## src/rtl/uart_transmitter.sv

```systemverilog
// 8-bit UART transmitter: start, 8 data bits LSB first, optional parity, 1 or 2 stop bits.
// Every bit is held for OVERSAMPLE baud_clk cycles; all outputs are registered.
module uart_transmitter #(
    parameter int OVERSAMPLE = 16,
    parameter int STOP_BITS  = 1,
    parameter int PARITY_EN  = 0,
    parameter int PARITY_ODD = 0
) (
    input  logic       baud_clk,
    input  logic       reset,
    input  logic [7:0] TX_DATA,
    input  logic       TX_EN,
    output logic       UART_TX,
    output logic       TX_STATUS,
    output logic       TX_DONE
);

    localparam int TICK_W = (OVERSAMPLE > 1) ? $clog2(OVERSAMPLE) : 1;
    localparam logic [TICK_W-1:0] TICK_LAST = TICK_W'(OVERSAMPLE - 1);
    localparam logic LAST_STOP  = (STOP_BITS == 2);
    localparam logic PAR_ON     = (PARITY_EN != 0);
    localparam logic PAR_INVERT = (PARITY_ODD != 0);

    typedef enum logic [2:0] {
        S_IDLE,
        S_START,
        S_DATA,
        S_PARITY,
        S_STOP
    } state_e;

    state_e            state_q, state_d;
    logic [TICK_W-1:0] tick_q, tick_d;
    logic [2:0]        bit_q, bit_d;
    logic              stop_q, stop_d;
    logic [7:0]        shift_q, shift_d;
    logic              tx_q, tx_d;
    logic              status_q, status_d;
    logic              done_q, done_d;
    logic              bit_end;
    logic              parity_bit;

    // The shift register rotates rather than shifts, so after eight data bits it
    // holds the original byte again; XOR is rotation-invariant anyway.
    assign bit_end    = (tick_q == TICK_LAST);
    assign parity_bit = (^shift_q) ^ PAR_INVERT;

    always_comb begin
        state_d  = state_q;
        tick_d   = tick_q;
        bit_d    = bit_q;
        stop_d   = stop_q;
        shift_d  = shift_q;
        tx_d     = tx_q;
        status_d = status_q;
        done_d   = 1'b0;

        case (state_q)
            S_IDLE: begin
                tx_d     = 1'b1;
                status_d = 1'b1;
                if (TX_EN) begin
                    shift_d  = TX_DATA;
                    tick_d   = '0;
                    bit_d    = '0;
                    stop_d   = 1'b0;
                    tx_d     = 1'b0;
                    status_d = 1'b0;
                    state_d  = S_START;
                end
            end

            S_START: begin
                tick_d = tick_q + TICK_W'(1);
                if (bit_end) begin
                    tick_d  = '0;
                    tx_d    = shift_q[0];
                    state_d = S_DATA;
                end
            end

            S_DATA: begin
                tick_d = tick_q + TICK_W'(1);
                if (bit_end) begin
                    tick_d  = '0;
                    bit_d   = bit_q + 3'd1;
                    shift_d = {shift_q[0], shift_q[7:1]};
                    if (bit_q == 3'd7) begin
                        if (PAR_ON) begin
                            tx_d    = parity_bit;
                            state_d = S_PARITY;
                        end else begin
                            tx_d    = 1'b1;
                            state_d = S_STOP;
                        end
                    end else begin
                        tx_d = shift_q[1];
                    end
                end
            end

            S_PARITY: begin
                tick_d = tick_q + TICK_W'(1);
                if (bit_end) begin
                    tick_d  = '0;
                    tx_d    = 1'b1;
                    state_d = S_STOP;
                end
            end

            S_STOP: begin
                tick_d = tick_q + TICK_W'(1);
                tx_d   = 1'b1;
                if (bit_end) begin
                    tick_d = '0;
                    if (stop_q == LAST_STOP) begin
                        status_d = 1'b1;
                        done_d   = 1'b1;
                        state_d  = S_IDLE;
                    end else begin
                        stop_d = 1'b1;
                    end
                end
            end

            default: begin
                tx_d     = 1'b1;
                status_d = 1'b1;
                state_d  = S_IDLE;
            end
        endcase
    end

    always_ff @(posedge baud_clk) begin
        if (reset) begin
            state_q  <= S_IDLE;
            tick_q   <= '0;
            bit_q    <= '0;
            stop_q   <= 1'b0;
            shift_q  <= '0;
            tx_q     <= 1'b1;
            status_q <= 1'b1;
            done_q   <= 1'b0;
        end else begin
            state_q  <= state_d;
            tick_q   <= tick_d;
            bit_q    <= bit_d;
            stop_q   <= stop_d;
            shift_q  <= shift_d;
            tx_q     <= tx_d;
            status_q <= status_d;
            done_q   <= done_d;
        end
    end

    assign UART_TX   = tx_q;
    assign TX_STATUS = status_q;
    assign TX_DONE   = done_q;

endmodule

```

## config.mk

```make
export PLATFORM = sky130hd
export DESIGN_NAME = uart_transmitter
export DESIGN_NICKNAME = d
export VERILOG_FILES = /design/src/rtl/uart_transmitter.sv
export SDC_FILE = /design/constraint.sdc
export NUM_CORES = 1
export LEC_CHECK = 0
export CAP_MARGIN = 10
export CORE_UTILIZATION = 48
export DETAILED_ROUTE_END_ITERATION = 12
export GPL_TIMING_DRIVEN = 0
export PLACE_DENSITY = 0.73
export SYNTH_ARGS = -nofsm -noshare
export SYNTH_HDL_FRONTEND = slang
export SYNTH_SLANG_ARGS = --single-unit
```

## constraint.sdc

```tcl
create_clock -name baud_clk -period 1.38 [get_ports baud_clk]
set_input_delay 0.345 -clock baud_clk [delete_from_list [all_inputs] [get_ports baud_clk]]
set_output_delay 0.345 -clock baud_clk [all_outputs]
set_load 0.03 [all_outputs]
```

* After elaboration in Yosys (flattened, before gate mapping)
Cells that the tools add are included.
** Cells by class
- Equality and inequality tests :: 13
- Bitwise gates (word level) :: 3
- Muxes and demuxes :: 31
- Reductions and logical operators :: 13
- $add $sub $neg :: 2
** Operators by type and width (number)
- $mux 3 :: 9
- $mux 8 :: 2
- $pmux 8 s2 :: 1
- $pmux 3 s5 :: 1
- $ne 2x2->1 const B :: 7
- $reduce_and 3->1 :: 4
- $mux 1 :: 11
- $mux 4 :: 2
- $pmux 4 s2 :: 1
- $reduce_and 7->1 :: 1
- $eq 3x2->1 const B :: 2
- $eq 3x3->1 const B :: 2
- $pmux 3 s2 :: 1
- $reduce_bool 2->1 :: 3
- $reduce_or 3->1 :: 2
- $add 4x1->4 const B :: 1
- $eq 4x4->1 const B :: 1
- $pmux 1 s4 :: 1
- $reduce_or 4->1 :: 1
- $add 3x1->3 const B :: 1
- $eq 3x1->1 const B :: 1
- $logic_not 3->1 :: 1
- $not 1->1 :: 3
- $pmux 1 s3 :: 1
- 2 further kinds :: 2
** Word-level totals
- Bits in registers :: 22
- Logic and storage cells :: 70
- Bits of input ports :: 11

* Depth between registers and ports, before layout
Gate-level depths: netlist of the first run.
- Depth in word-level cells :: 4
- Gate-level depth with buffers :: 6
- Gate-level depth less buffers :: 5

* Worst setup path after synthesis of the first run
Ideal clock, no wire load.
- Path type :: reg2reg
- Start point :: register tick_q[0]
- End point :: register tick_q[0]
- Path slack :: -0.145 ns
- Data required time :: 1.285 ns
- Stages on the path, launching flop included :: 6
- Setup time :: 0.095 ns
- Period minus slack after synthesis :: 1.525 ns
- Data arrival time :: 1.430 ns
- Path through :: dfxtp_1 -> ha_1 -> and3_1 -> buf_2 -> or3_1 -> a221oi_1
** Between the ends
- Cells in the longest elaborated chain, start to end :: 3
- Elaborated cells between the ends (all ways) :: 4
- Classes of those cells :: 1 x add/sub; 1 x eq/ne; 2 x mux
** Ends and longest elaborated chain
- start, declared :: line 33 : logic [TICK_W-1:0] tick_q, tick_d;
- start signal, assigned :: line 146 : tick_q <= tick_d;
- $add 4x1->4 / $eq 4x4->1 (equally long branches)
- $mux 4 (*)
- $pmux 4 s2 (*) :: line 58 : case (state_q)
Mark *: on every way between the ends. The rest lies on a longest branch, timed or not.
A chain may end at the register's enable or synchronous reset.

* Final worst setup path of the first run
- Start point :: register state_q[1]
- End point :: register bit_q[0]
** Between the ends
- Cells in the longest elaborated chain, start to end :: 3
- Elaborated cells between the ends (all ways) :: 7
- Classes of those cells :: 3 x eq/ne; 1 x mux; 3 x reduce/logical
** Ends and longest elaborated chain
- start, declared :: line 32 : state_e state_q, state_d;
- start signal, assigned :: line 145 : state_q <= state_d;
- $eq 3x2->1 / $logic_not 3->1 (equally long branches) :: line 58
- $ne 2x2->1 (no source line) / $reduce_bool 2->1 (equally long branches)
- $reduce_and 3->1 (no source line)
- end signal, assigned :: line 147 : bit_q <= bit_d;
- end, declared :: line 34 : logic [2:0] bit_q, bit_d;
Parallel ways exist; a longest one is shown, timed or not.

==> results.md, run 1 <==
- Pin count of the biggest net entering global routing: 12
- Clock H-tree levels: 1
- Unrepaired setup endpoints after global routing: yes
- CP max-delay cell: or4_4
- Syn Area/Cell: slightly below 9 um^2
- Cells after Synth: 130
- Initial DRC count: 23
- Vias: about 1.1k
- Failing checks: setup timing
- Dpl cells: roughly 170
- Max IR drop VDD: roughly 510 uV
- Die Area: around 2600 um^2
- Fin crit period: ~1.5 ns
- Leakage: 0.559 nW
- Clock root cell: clkbuf_4
- Fillers: around 190
- Overflow after GRT: 0
- Register Area: roughly 440 um^2
- Crit-path max cell delay: around 0.50 ns
- Slew margin rel.: 0.621
- Setup ws final: -0.0786 ns
- Design area: approximately 1600 um^2
- CP endpoint kind: flip-flop
- First-pass GRT wire length: between 4 and 5 mm
- Main combinational cell family by area after synthesis: compound AO/OA/AOI/OAI gates
- Worst setup SP type: flip-flop
- Fin Hold WS: ~0.5 ns
- Synth top area share: 0.367
- Pre-antenna DRT Iters: 4
- Nets: between 150 and 200
- Clock skew: 0.00514 ns
- Synth Register Bits: 21
- Clock Sinks: 21
- Layout cell share with drive strength beyond 1: 0.386
- TritonCTS clock tree: built
- Total wire length: 3.01 mm
- Post-synth design cell area: ~1100 um^2
- Cell Count, Final, Fillers Out: between 150 and 200
- Initial antenna violation count: 0
- Gpl congestion: between 0.8 and 0.9
- Gr usage total: 0.241
- Largest area contributor in the synthesized netlist: dfxtp_1
- Pwr Total: 1.21 mW
- Area share of xor/xnor cells in the synthesized design: 0.0153
- Area growth, synth to finish: 38.1%
- Ant diodes: 0
- DP Wirelength: between 1.5 and 2 mm
- Setup Viol. Count Final: 11
- I/O pin count: 14
- Family with the most delay on the worst path: simple AND/OR/NAND/NOR gates
- Worst-path cell chain: or3b_4 > or4_4 > o21ai_2
- Area post-placement: 1370 um^2
- Die W: 50.8 um
- Core Area: 2230 um^2
- Leading cell type in the layout, fill and taps excluded: nand2_1
- Multi-input logic area: between 700 and 800 um^2
- Max Freq: ~0.69 GHz
- Status: complete, but fails checks
- Post-synthesis net count: around 140
- Sequential share of the synthesized area: 0.367
- Clock buffer depth: 2
- Vias per std cell: slightly above 6
- Clock-pin slew on the worst setup and hold paths: ~0.13 ns
- Reg2reg setup slack: -0.08 ns
- Wire per inst: 16.2 um
- Critical path data arrival time: 1.71 ns
- Req. time, crit path: around 1.6 ns
- Synth top area cells: dfxtp_1 37%, a311oi_1 8.4%, a211oi_1 5.9%
- Final hold viol count: 0
- Bufs and invs on worst path: 0
- HP Class: reg -> reg
- MaxCap Viol Count: 0
- Vias in the first global route: between 1k and 1.5k
- Std cell rows: 17
- Worst-Margin Slew: approximately 0.57 ns
- Pre-CTS setup slack: -0.590 ns
- Compound-Gate Fraction of Synth Area: 0.280
- Pwr/cell area: between 700 and 800 nW/um^2
- Die height: slightly above 50 um
- Worst-Skew Late Latency: slightly above 0.3 ns
- IO buf count: 13
- Num CTS Buffers: 3
- Post-synth cell types: 34
- Antenna-violating nets left: 0
- Mux cell area share after synthesis: 0
- Setup CP Type: reg -> reg
- Simple-gate share of the synthesized area: 0.251
- Syn. warnings: 0
- Fin. max-slew vios: 0
- Starting Density: 0.513
- Commonest cells after routing, fill and taps aside: 18 x nand2_1, 14 x dfxtp_1, 13 x buf_4
- Crit-path max FO: 7
- Drt drc: 0
- Crit share post-route: 1.06
- Post-Synth Adder-Cell Area: 0.0328
## synth_stat cells
library cell and count:
nor3b_4 1, buf_6 1, buf_2 7, nand2b_1 4
dfxtp_1 21, nor3_1 3, or3_1 2, clkbuf_1 3
or4_4 1, or2_2 2, o2111ai_1 1, o31ai_1 1
ha_1 3, nor4b_4 1, and3_1 1, or4_1 1
nor2_1 3, o21ai_0 3, o21ai_2 2, a221oi_1 2
or3b_2 2, or3b_4 1, or4b_1 1, nand2_1 18
inv_1 1, a31o_2 2, xnor2_1 2, a311oi_1 11
a211oi_1 9, o21bai_1 1, nand3_1 6, a21oi_1 10
nand3b_1 1, o211ai_1 2
## tightest hold or removal path: stages (launching register included)
cell and delay, ns:
dfxtp_1 0.33, nand2_1 0.05, a311oi_1 0.08
## path summary, 6_finish.rpt
| kind | startpoint | end | cells after the start |
|---|---|---|---|
| max | state_q[1]$_SDFFE_PP0P_ | bit_q[0]$_SDFFE_PP0P_ | 3 |
| min | shift_q[6]$_SDFFE_PP0P_ | shift_q[5]$_SDFFE_PP0P_ | 2 |
| max reg2reg | state_q[1]$_SDFFE_PP0P_ | bit_q[0]$_SDFFE_PP0P_ | 3 |
| min reg2reg | shift_q[6]$_SDFFE_PP0P_ | shift_q[5]$_SDFFE_PP0P_ | 2 |
## timing repair
action | 4_1_cts | 5_1_grt
gates cloned | 1 | 1
resized for setup | 24 | 18
pin swaps | 8 | 11
hold buffers | 0 | 0
setup buffers | 7 | 4
setup endpoints to repair | 22 | 19
## logic make-up (layout without fill, tap and decap cells)
family                     after synthesis  after routing
AOI/OAI and AO/OA                       44             45
xor gates and xnor gates                 2              2
DFF                                     21             21
buffers and inverters                   12             39
and+or+nand+nor                         48             48
adders and majority gates                3              3
## layer usage
layer,vias up,share of wire,GRT usage,routed length [um]
met5,-,0,0,0
met4,0,0.0090,0.0926,27
met3,4,0.034,0.0298,102
met2,24,0.52,0.413,1560
met1,556,0.44,0.309,1330
li1,557,-,-,-
## layout make-up
class / instances / share of cell area
sequential: 21 / 0.279
inverter: 1 / 0.00237
multi-input combinational: 98 / 0.499
clock buffer: 4 / 0.0166
tap: 28 / 0.0222
buffer: 9 / 0.0443
timing repair buffer: 25 / 0.136
## flip-flops by register name, summed over array words and instances, names as in the netlist
name,flops
shift_q,8
tick_q,4
bit_q,3
state_q,3
TX_DONE,1
TX_STATUS,1
UART_TX,1
## per-stage QoR
step	util	TNS [ns]
floorplan	-	-0.0772
global placement	0.613	-10.06
detailed placement	0.613	-10.22
CTS	0.662	-1.10
global route	0.708	-1.40
finish	0.708	-0.531
## report_power, final
part           internal (mW)  switching (mW)
sequential             0.632          0.0243
combinational          0.122           0.116
clock                  0.113           0.200
Note: power is estimated with default switching activity, not from simulation.
==> run 2, diff against run 1 <==
--- a/config.mk
+++ b/config.mk
@@ -6,10 +6,12 @@
 export NUM_CORES = 1
 export LEC_CHECK = 0
 export CAP_MARGIN = 10
-export CORE_UTILIZATION = 48
+export CELL_PAD_IN_SITES_DETAIL_PLACEMENT = 1
+export CELL_PAD_IN_SITES_GLOBAL_PLACEMENT = 2
+export CORE_UTILIZATION = 30
 export DETAILED_ROUTE_END_ITERATION = 12
 export GPL_TIMING_DRIVEN = 0
-export PLACE_DENSITY = 0.73
+export PLACE_DENSITY_LB_ADDON = 0.1
 export SYNTH_ARGS = -nofsm -noshare
 export SYNTH_HDL_FRONTEND = slang
 export SYNTH_SLANG_ARGS = --single-unit
==> results.md, run 2 (synthesis gave the netlist of run 1 again) <==
- HP Class: reg -> reg
- Vias: 1,132 (-0.79%)
- Critical path data arrival time: 1.58 ns (-0.13 ns)
- Reg with most FFs: shift_q
- Fin. max-slew vios: 0 (unchanged)
- Fin crit period: 1.44 ns (-0.0208 ns)
- Antenna-violating nets left: 0 (unchanged)
- Clock network power share: 0.323 (+0.064)
- Clock root cell: clkbuf_8
- Vias in the first global route: 1,207 (+18%)
- First-pass GRT wire length: 6.02 mm (+29%)
- Ant diodes: 0 (unchanged)
- Initial DRC count: 52 (+130%)
- Slew margin rel.: 0.742 (+0.121)
- Setup CP Type: reg -> reg
- Final hold viol count: 0 (unchanged)
- Gate power share: 0.185 (-0.012)
- Nets: 171 (-1.2%)
- Req. time, crit path: 1.53 ns (-0.10 ns)
- MaxCap Viol Count: 0 (unchanged)
- Overflow after GRT: 0 (unchanged)
- Crit-path max FO: 6 (-1)
- Crit share post-route: 1.04 (-0.0151)
- Dpl cells: 191 (+12%)
- Area growth, synth to finish: 43.2%
- WHS Path Cells: 2 (unchanged)
- IO buf count: 13 (unchanged)
- Gpl congestion: 0.747 (-12%)
- Pin count of the biggest net entering global routing: 13 (+1)
- Unrepaired setup endpoints after global routing: yes
- Sw Share: 0.279 (-0.00287)
- Setup Viol. Count Final: 11 (unchanged)
- Worst Hold End: shift_q[3]$_SDFFE_PP0P_
- Leakage: 0.581 nW (+3.8%)
- Cell Count, Final, Fillers Out: 204 (+9.7%)
- TritonCTS clock tree: built
- Clock skew: 0.00891 ns (+0.00377 ns)
- Vias per std cell: 5.55 (-9.5%)
- DP Wirelength: 2.29 mm (+19%)
- Critical R2R Launch: state_q[2]$_SDFFE_PP0P_
- Max Freq: 0.696 GHz (+1.4%)
- Pwr/cell area: 816 nW/um^2 (+6.9%)
- Drt drc: 0 (unchanged)
- Max reg flops: 8 (unchanged)
- Routed met1 length: 1.61 mm (+21%)
- Commonest cells after routing, fill and taps aside: 18 x nand2_1, 15 x dfxtp_1, 9 x buf_4, 9 x a311oi_1, 9 x clkdlybuf4s50_1
- Num CTS Buffers: 3 (unchanged)
- Clock H-tree levels: 1 (unchanged)
- Seq pwr share: 0.493 (-0.051)
- Worst-Margin Slew: 0.387 ns (-0.180 ns)
- Final Util: 0.448 (-0.260)
- Largest regs: shift_q x8, tick_q x4
- Pre-CTS setup slack: -0.688 ns (-0.0982 ns)
- P_sw: 0.373 mW (+9.7%)
- Clock buffer depth: 2 (unchanged)
- Leading cell type in the layout, fill and taps excluded: nand2_1
- CP endpoint kind: flip-flop
- Worst-Skew Late Latency: 0.27 ns (-0.04 ns)
- Metal2 WL: 1.78 mm (+14%)
- Max layer used: met4
- Worst Reg-to-Reg Cells: 4 (+1)
- Std cell rows: 22 (+5)
- Starting Density: 0.313 (-0.200)
- Status: complete, but fails checks
- Clock-pin slew on the worst setup and hold paths: 0.09 ns (-0.04 ns)
- Wire per inst: 17.3 um (+7.1%)
- Total wire length: 3.54 mm (+17%)
- Max IR drop VDD: 459 uV (-9.7%)
- Failing checks: setup timing
- Int Pwr: 0.965 mW (+11%)
- Critical R2R Capture: shift_q[5]$_SDFFE_PP0P_
- Die height: 63.8 um (+25%)
- Reg2reg setup slack: -0.06 ns (+0.02 ns)
- Metal3 WL: 91 um (-11%)
- Pre-antenna DRT Iters: 4 (unchanged)
- Worst setup SP type: flip-flop
- Gr usage total: 0.195 (-0.0466)
- Die Area: 4070 um^2 (+57%)
- I/O pin count: 14 (unchanged)
- Die W: 63.8 um (+25%)
- Hold Startpoint: shift_q[4]$_SDFFE_PP0P_
- Pwr Total: 1.34 mW (+11%)
- Layout cell share with drive strength beyond 1: 0.391 (+0.00495)
- Clock Sinks: 21 (unchanged)
- Core Area: 3660 um^2 (+64%)
- Setup ws final: -0.0578 ns (+0.0208 ns)
- Initial antenna violation count: 0 (unchanged)
-- run 2: critical path, cell delays in order (launching register included) --
cell	delay (ns)
dfxtp_4	0.38
or4b_4	0.58
o21ai_4	0.10
buf_6	0.16
a311oi_2	0.09
-- run 2: worst max-delay path by stage --
stage,cells after the start,start,to,slack (ns)
after global routing,3,state_q[1]$_SDFFE_PP0P_,bit_q[0]$_SDFFE_PP0P_,-0.1
after detailed placement,4,reset,TX_DONE$_SDFF_PP0_,-0.69
after floorplan,5,tick_q[0]$_SDFFE_PP0P_,tick_q[0]$_SDFFE_PP0P_,-0.05
final,4,state_q[2]$_SDFFE_PP0P_,shift_q[5]$_SDFFE_PP0P_,-0.06
after CTS,5,state_q[1]$_SDFFE_PP0P_,shift_q[5]$_SDFFE_PP0P_,-0.12
after global placement,4,reset,TX_DONE$_SDFF_PP0_,-0.67
-- run 2: area by class of cell --
cell class | count | area (um^2)
sequential | 21 | 440
clock buffer | 3 | 41.3
inverter | 1 | 3.75
fill | 416 | 2020
tap | 48 | 60.1
buffer | 8 | 70.1
multi-input combinational | 97 | 781
clock inverter | 1 | 5.00
timing repair buffer | 25 | 238
-- run 2: metal layers --
metal  vias to the layer above  track usage
li1                        551            -
met1                       557        0.231
met2                        18        0.346
met3                         6       0.0357
met4                         0       0.0710
met5                         -            0
-- run 2: what timing repair did --
item	4_1_cts	5_1_grt
gates cloned	1	0
setup buffers	12	1
hold endpoints to repair	0	0
hold buffers	0	0
resized for setup	35	13
endpoints found under the setup margin	24	20
pin swaps	9	7
-- run 2: per-stage QoR --
stage	hold WS, ns	area, um^2	setup TNS, ns
2_1_floorplan	0.461	1200	-0.0772
3_3_place_gp	0.474	1390	-10.94
3_5_place_dp	0.489	1390	-11.21
4_1_cts	0.498	1640	-0.922
5_1_grt	0.510	1640	-1.01
6_report	0.493	1640	-0.365
-- run 2: power by group through the flow --
stage | Clock, mW | Combinational (mW) | Sequential (mW)
3_3_place_gp | 0 | 0.191 | 0.676
6_report | 0.432 | 0.247 | 0.659
2_1_floorplan | 0 | 0.116 | 0.681
3_5_place_dp | 0 | 0.196 | 0.677
5_1_grt | 0.473 | 0.269 | 0.663
4_1_cts | 0.442 | 0.262 | 0.657
